--- src/rtl/uart_rx_pkg.sv ---
`default_nettype none
// ============================================================================
// Module   : uart_rx_pkg
// Purpose  : Shared constants for the UART receive path: FSM state
//            encodings, data width and the default bit divider.
// Ports    : none (package)
// Revision : 1.0 - initial release
// ============================================================================
package uart_rx_pkg;

  // Payload width of one 8N1 character.
  localparam int c_data_bits = 8;

  // 27 MHz crystal / 115200 baud. The integer result is 234. The top-level
  // clkdiv instance uses the same value.
  localparam int c_default_clks_per_bit = 27_000_000 / 115200;

  // Receiver FSM encoding.
  localparam int c_state_w = 3;
  localparam logic [c_state_w-1:0] c_st_idle  = 3'd0;
  localparam logic [c_state_w-1:0] c_st_start = 3'd1;
  localparam logic [c_state_w-1:0] c_st_data  = 3'd2;
  localparam logic [c_state_w-1:0] c_st_stop  = 3'd3;
  localparam logic [c_state_w-1:0] c_st_break = 3'd4;

endpackage
`default_nettype wire

--- src/rtl/uart_rx_if.sv ---
`default_nettype none
// ============================================================================
// Module   : uart_rx_if
// Purpose  : Byte-stream interface between the UART receiver and its
//            consumer. It carries a valid/ready handshake and two error
//            strobes.
// Signals  : data      - received byte, meaningful while valid=1
//            valid     - holding register full
//            ready     - consumer accepts data when valid && ready
//            frame_err - one-cycle pulse, stop bit sampled low
//            overrun   - one-cycle pulse, good byte dropped (holder full)
// Modports : master (receiver side), slave (consumer side)
// Revision : 1.0 - initial release
// ============================================================================
interface uart_rx_if
  import uart_rx_pkg::*;
();
  logic [c_data_bits-1:0] data;
  logic                   valid;
  logic                   ready;
  logic                   frame_err;
  logic                   overrun;

  modport master (output data, output valid, output frame_err, output overrun,
                  input ready);
  modport slave  (input data, input valid, input frame_err, input overrun,
                  output ready);
endinterface
`default_nettype wire

--- src/rtl/uart_rx_sync2.sv ---
`default_nettype none
// ============================================================================
// Module   : uart_rx_sync2
// Purpose  : Two-flop synchronizer (sync2) for a single asynchronous input.
//            RESET_VAL sets the value both flops take in reset. Use the
//            input's idle level so a reset does not look like an edge. The
//            same block also serves the start button input.
// Ports    : clk - destination clock
//            rst - synchronous active-high reset
//            i_d - asynchronous input
//            o_q - synchronized output, two clk cycles behind i_d
// Revision : 1.0 - initial release
// ============================================================================
module uart_rx_sync2 #(
  parameter logic RESET_VAL = 1'b1
) (
  input  logic clk,
  input  logic rst,
  input  logic i_d,
  output logic o_q
);

  logic r_meta;
  logic r_sync;

  always_ff @(posedge clk) begin
    if (rst) begin
      r_meta <= RESET_VAL;
      r_sync <= RESET_VAL;
    end else begin
      r_meta <= i_d;
      r_sync <= r_meta;
    end
  end

  assign o_q = r_sync;

endmodule
`default_nettype wire

--- src/rtl/uart_rx.sv ---
`default_nettype none
// ============================================================================
// Module   : uart_rx
// Purpose  : 8N1 UART receiver running on the crystal clock. It samples
//            every bit at its midpoint, presents each received byte
//            through a one-entry valid/ready holding register, and flags
//            framing and overrun errors.
// Ports    : clk  - system clock
//            rst  - synchronous active-high reset
//            rx   - serial line (asynchronous, idles high)
//            busy - receiver is in any state other than IDLE
//            bus  - uart_rx_if.master: data/valid/ready, frame_err, overrun
// Params   : CLKS_PER_BIT - clk cycles per bit, must be >= 8
// Revision : 1.0 - initial release
// ============================================================================
module uart_rx
  import uart_rx_pkg::*;
#(
  parameter int CLKS_PER_BIT = c_default_clks_per_bit
) (
  input  logic      clk,
  input  logic      rst,
  input  logic      rx,
  output logic      busy,
  uart_rx_if.master bus
);

  localparam int HALF  = CLKS_PER_BIT / 2;
  localparam int CNT_W = $clog2(CLKS_PER_BIT);
  localparam logic [CNT_W-1:0] c_half_last = CNT_W'(HALF - 1);
  localparam logic [CNT_W-1:0] c_bit_last  = CNT_W'(CLKS_PER_BIT - 1);
  localparam logic [2:0]       c_idx_last  = 3'(c_data_bits - 1);

  logic                   w_rx_s;
  logic [c_state_w-1:0]   r_state;
  logic [c_state_w-1:0]   w_state_nxt;
  logic [CNT_W-1:0]       r_cnt;
  logic [2:0]             r_bit_idx;
  logic [c_data_bits-1:0] r_shift;
  logic [c_data_bits-1:0] r_data;
  logic                   r_valid;
  logic                   r_frame_err;
  logic                   r_overrun;

  logic w_half_tick;
  logic w_bit_tick;
  logic w_can_load;
  logic w_busy;
  logic w_cnt_clr;
  logic w_cnt_run;
  logic w_idx_clr;
  logic w_shift_en;
  logic w_stop_good;
  logic w_stop_bad;

  // The line idles high, so the synchronizer resets to 1. A reset then
  // cannot produce a false start edge.
  uart_rx_sync2 #(.RESET_VAL(1'b1)) u_sync_rx (
    .clk (clk),
    .rst (rst),
    .i_d (rx),
    .o_q (w_rx_s)
  );

  assign w_half_tick = (r_cnt == c_half_last);
  assign w_bit_tick  = (r_cnt == c_bit_last);
  // A byte can load when the holder is empty or is emptied in this same cycle.
  assign w_can_load  = !r_valid || bus.ready;

  // --------------------------------------------------------------------------
  // FSM: state register
  // --------------------------------------------------------------------------
  always_ff @(posedge clk) begin
    if (rst) r_state <= c_st_idle;
    else     r_state <= w_state_nxt;
  end

  // --------------------------------------------------------------------------
  // FSM: next-state logic
  // --------------------------------------------------------------------------
  always_comb begin
    w_state_nxt = r_state;
    case (r_state)
      c_st_idle:  if (!w_rx_s) w_state_nxt = c_st_start;
      // A start bit that is high again at mid-bit was a glitch.
      c_st_start: if (w_half_tick) w_state_nxt = w_rx_s ? c_st_idle : c_st_data;
      c_st_data:  if (w_bit_tick && (r_bit_idx == c_idx_last)) w_state_nxt = c_st_stop;
      // Leave at mid-stop-bit so a back-to-back start edge is not missed.
      c_st_stop:  if (w_bit_tick) w_state_nxt = w_rx_s ? c_st_idle : c_st_break;
      // Stay in BREAK until the line goes high, so a held-low line does not
      // decode as a stream of 0x00 frames.
      c_st_break: if (w_rx_s) w_state_nxt = c_st_idle;
      default:    w_state_nxt = c_st_idle;
    endcase
  end

  // --------------------------------------------------------------------------
  // FSM: output / datapath control decode
  // --------------------------------------------------------------------------
  always_comb begin
    w_busy      = (r_state != c_st_idle);
    w_cnt_clr   = 1'b0;
    w_cnt_run   = 1'b0;
    w_idx_clr   = 1'b0;
    w_shift_en  = 1'b0;
    w_stop_good = 1'b0;
    w_stop_bad  = 1'b0;
    case (r_state)
      c_st_start: begin
        if (w_half_tick) begin
          w_cnt_clr = 1'b1;
          w_idx_clr = 1'b1;
        end else begin
          w_cnt_run = 1'b1;
        end
      end
      c_st_data: begin
        if (w_bit_tick) begin
          w_cnt_clr  = 1'b1;
          w_shift_en = 1'b1;
        end else begin
          w_cnt_run = 1'b1;
        end
      end
      c_st_stop: begin
        if (w_bit_tick) begin
          w_cnt_clr   = 1'b1;
          w_stop_good = w_rx_s;
          w_stop_bad  = !w_rx_s;
        end else begin
          w_cnt_run = 1'b1;
        end
      end
      default: w_cnt_clr = 1'b1;
    endcase
  end

  // --------------------------------------------------------------------------
  // Counters, shift register, holding register and error strobes
  // --------------------------------------------------------------------------
  always_ff @(posedge clk) begin
    if (rst) begin
      r_cnt       <= '0;
      r_bit_idx   <= '0;
      r_shift     <= '0;
      r_data      <= '0;
      r_valid     <= 1'b0;
      r_frame_err <= 1'b0;
      r_overrun   <= 1'b0;
    end else begin
      if (w_cnt_clr)      r_cnt <= '0;
      else if (w_cnt_run) r_cnt <= r_cnt + CNT_W'(1);

      if (w_idx_clr)       r_bit_idx <= '0;
      else if (w_shift_en) r_bit_idx <= r_bit_idx + 3'd1;

      // LSB arrives first. Shifting right puts it at bit 0 after 8 samples.
      if (w_shift_en) r_shift <= {w_rx_s, r_shift[c_data_bits-1:1]};

      // The two strobes come from mutually exclusive stop-sample outcomes.
      // They can never be high in the same cycle.
      r_frame_err <= w_stop_bad;
      r_overrun   <= w_stop_good && !w_can_load;

      if (w_stop_good && w_can_load) begin
        r_data  <= r_shift;
        r_valid <= 1'b1;
      end else if (r_valid && bus.ready) begin
        r_valid <= 1'b0;
      end
    end
  end

  assign busy          = w_busy;
  assign bus.data      = r_data;
  assign bus.valid     = r_valid;
  assign bus.frame_err = r_frame_err;
  assign bus.overrun   = r_overrun;

endmodule
`default_nettype wire

--- src/flat_wrapper.sv ---
// flat-port wrapper written by rule: the top's interface ports become plain ports
module uart_rx_flat import uart_rx_pkg::*;
#(
  parameter int CLKS_PER_BIT = c_default_clks_per_bit
)
  (clk, rst, rx, busy, bus_data, bus_valid, bus_frame_err, bus_overrun, bus_ready);
  uart_rx_if bus_i ();
  input  logic clk;
  input  logic rst;
  input  logic rx;
  output logic busy;
  output wire logic [$bits(bus_i.data)-1:0] bus_data;
  output wire logic [$bits(bus_i.valid)-1:0] bus_valid;
  output wire logic [$bits(bus_i.frame_err)-1:0] bus_frame_err;
  output wire logic [$bits(bus_i.overrun)-1:0] bus_overrun;
  input wire logic [$bits(bus_i.ready)-1:0] bus_ready;
  assign bus_data = bus_i.data;
  assign bus_valid = bus_i.valid;
  assign bus_frame_err = bus_i.frame_err;
  assign bus_overrun = bus_i.overrun;
  assign bus_i.ready = bus_ready;
  uart_rx #(.CLKS_PER_BIT(CLKS_PER_BIT)) u_core (.clk(clk), .rst(rst), .rx(rx), .busy(busy), .bus(bus_i));
endmodule
--- config.mk ---
export PLATFORM = sky130hd
export DESIGN_NAME = uart_rx_flat
export DESIGN_NICKNAME = d
export VERILOG_FILES = /design/src/rtl/uart_rx_pkg.sv /design/src/rtl/uart_rx_if.sv /design/src/rtl/uart_rx_sync2.sv /design/src/rtl/uart_rx.sv /design/src/flat_wrapper.sv
export SDC_FILE = /design/constraint.sdc
export NUM_CORES = 1
export LEC_CHECK = 0
export BUFFER_PORTS_ARGS = -buffer_cell sky130_fd_sc_hd__buf_2
export CAP_MARGIN = 20
export CORE_MARGIN = 10
export CORE_UTILIZATION = 50
export CTS_BUF_LIST = sky130_fd_sc_hd__clkbuf_4 sky130_fd_sc_hd__clkbuf_8
export DETAILED_ROUTE_END_ITERATION = 10
export PLACE_DENSITY = 0.72
export SETUP_SLACK_MARGIN = 0.1
export SLEW_MARGIN = 20
export SYNTH_ARGS = -nofsm -noshare
export SYNTH_HDL_FRONTEND = slang
export SYNTH_SLANG_ARGS = --single-unit
--- constraint.sdc ---
create_clock -name clk -period 4.2 [get_ports clk]
set_clock_uncertainty 0.05 [all_clocks]
set_input_delay 0.84 -clock clk [delete_from_list [all_inputs] [get_ports clk]]
set_output_delay 0.84 -clock clk [all_outputs]
set_load 0.005 [all_outputs]
==> results.toml <==
[global_route]
met3_usage_pct = 3.42
use_met1_pct = 12.2
grt_pass1_vias = 1048
grt_overflow = 0
antenna_found_initial = 0
met2_usage_pct = 18.3
grt_max_degree = 28
grt_pass1_wl_um = 4690
top_usage_layer = "met2"
track_usage_pct = 11.0

[timing]
setup_viol = 0
fmax_mhz = 392
fin_tns_setup_ns = 0
final_max_slew_viol_count = 0
finalHoldViolations = 0
fin_crit_sh_pct = 60.7
slew_headroom_pct = 42.7
tightest_slew_ns = 0.855
rsz0062_at_grt = "false"
min_period_ns = 2.55

[floorplanning]
std_cell_rows = 19
die-area_um2 = 5660
io_pins = 16
start_util_pct = 53.9
die_h_um = 75.2
core_area_um2 = 2830
die_width_um = 75.2

[route]
wl_per_cell_um = 14.1
num_vias = 1061
via_per_inst = 5.33
drcViolationCount = 0
drt_iter0_markers = 70
dr.pass1.iters = 4
ant_nets = 0
wl_um = 2800

[clock_network]
cts.path.max_buffers = 2
clkLatencyLatePin_ns = 0.33
cts_root_buf = "clkbuf_4"
ctsResizeCount = 0
postCtsSetupBuffers = 0
holdBufCountCts = 0
clock_sinks = 35
cts_tree = "built"
ctsHtreeMaxLevel = 2
cts_buffers = 5
clk_pin_slew_ns = 0.12

[logic_synthesis]
syn_area_um2 = 1530
synth-seq-cells = 35
avgSynthCellArea_um2 = 9.97
synth_cells = 153
yosys_warnings = 0
synth_sequential_area_ratio_pct = 45.9
synth_nets = 162
synth_cell_types = 38

[layout]
area_delta_synth_final_pct = 7.79
nets = 176
layout.cells.most_common_list = "35 x dfxtp_1, 32 x nor2_1, 18 x mux2i_1"
drive_above_1_share_pct = 21.4
fin_area_um2 = 1640
fin_util_pct = 58.1
layout.cells.most_common = "dfxtp_1"
antenna_cells = 0

[critical_path]
startpoint_type = "flip-flop"
cp_data_required_time_ns = 4.36
ff2ff_path_depth = 6
cp.arrival_ns = 2.71
cp-end-kind = "flip-flop"
path_max_fanout = 8
worstSetupPathType = "flip-flop to flip-flop"

[power]
p_leak_uw = 0.000631
peakVddDrop_mv = 0.305
power.density_nw_per_um2 = 400

[placed_design]
place_area_um2 = 1580
place_congestion = 0.811
io_buffer_count = 15
dp_hpwl_um = 2080

[hold_path]
hp-class = "flip-flop to flip-flop"
whs_path_depth = 1

[run_status]
outcome = "complete, no violations"

[job]
cap_violations = 0
-- routing by layer --
| layer | vias to the layer above | wire (um) |
|---|---|---|
| met5 | - | 0 |
| met4 | 0 | 44 |
| met3 | 4 | 108 |
| met2 | 17 | 1400 |
| met1 | 498 | 1250 |
| li1 | 542 | - |
-- cells by family after synthesis --
family / share of synthesized area (%)
buffers and inverters: 5.58
XOR/XNOR: 4.02
AND/OR/NAND/NOR: 21.2
AO/OA/AOI/OAI: 6.56
flip-flops: 45.9
multiplexers: 12.6
adder cells (fa/ha/maj): 4.10
-- power breakdown --
group          switching (uW)  internal [uW]  leakage (uW)  total, uW
logic                    54.6           43.7      0.000314       98.4
registers                20.3            343      0.000283        363
clock network             114           82.4     0.0000345        196
-- synthesized netlist by cell type --
cell	n	area share, %
dfxtp_1	35	46
nand2b_1	2	0.82
nor3_1	2	0.66
mux2_2	1	0.74
clkbuf_1	2	0.49
a31oi_1	1	0.41
a211o_1	2	1.1
buf_2	1	0.33
nand2_2	1	0.41
nor3b_2	1	0.82
dlygate4sd1_1	1	0.57
a21o_1	1	0.49
xor2_1	4	2.3
o21a_1	1	0.49
ha_1	5	4.1
buf_4	1	0.49
and2_1	1	0.41
nand4_1	2	0.82
inv_1	6	1.5
nor4_1	2	0.82
buf_6	3	2.2
o21ai_0	1	0.33
or2b_2	1	0.57
or2_2	3	1.2
nand3_1	5	1.6
mux2i_1	18	12
or4b_4	2	1.8
a22oi_4	1	1.4
o41ai_1	1	0.57
nor4b_1	1	0.57
xnor2_1	3	1.7
and3_1	2	0.82
nand2_1	3	0.74
and2b_2	1	0.57
nor2_1	32	7.9
a21oi_1	2	0.66
o41ai_2	1	1.1
nand3_2	1	0.66
-- flip-flops by register name (all words and copies together), names as in the netlist --
name / flops
u_core.bus.valid: 1
u_core.bus.frame_err: 1
u_core.r_state: 3
u_core.r_shift: 8
u_core.r_cnt: 8
u_core.u_sync_rx.o_q: 1
u_core.bus.data: 8
u_core.r_bit_idx: 3
u_core.u_sync_rx.r_meta: 1
u_core.bus.overrun: 1
-- stage by stage --
stage / setup WS [ns] / hold slack, ns / power (uW) / cells
6_report: 1.65 / 0.372 / 658 / 199
5_1_grt: 1.50 / 0.390 / 696 / 199
4_1_cts: 1.64 / 0.374 / 665 / 199
3_5_place_dp: 1.69 / 0.344 / 469 / 191
3_3_place_gp: 1.79 / 0.342 / 464 / 191
2_1_floorplan: 2.27 / 0.339 / 448 / 153
-- worst paths after layout --
path	to	startpoint	slack, ns
worst max-delay path	u_core.bus.data[4]	u_core.r_cnt[0]	1.65
worst min-delay path	u_core.u_sync_rx.o_q	u_core.u_sync_rx.r_meta	0.37
worst max register to register	u_core.bus.data[4]	u_core.r_cnt[0]	1.65
worst min register to register	u_core.u_sync_rx.o_q	u_core.u_sync_rx.r_meta	0.37
-- critical path, cell delays in order (launching register included) --
cell and delay (ns):
dfxtp_1 0.43, ha_1 0.20, nand4_1 0.12, or4b_4 0.55
nor3b_2 0.74, mux2i_1 0.27, nor2_1 0.07
-- layout make-up --
type                            count  area, um^2
Timing Repair Buffer               15        75.1
Clock buffer                        6        51.3
Inverter                            6        22.5
Sequential cell                    35         701
Multi-Input combinational cell    104         739
Clock inverter                      2        16.3
Tap cell                           31        38.8
Fill cell                         255        1180
Note: power is estimated with default switching activity, not from simulation.
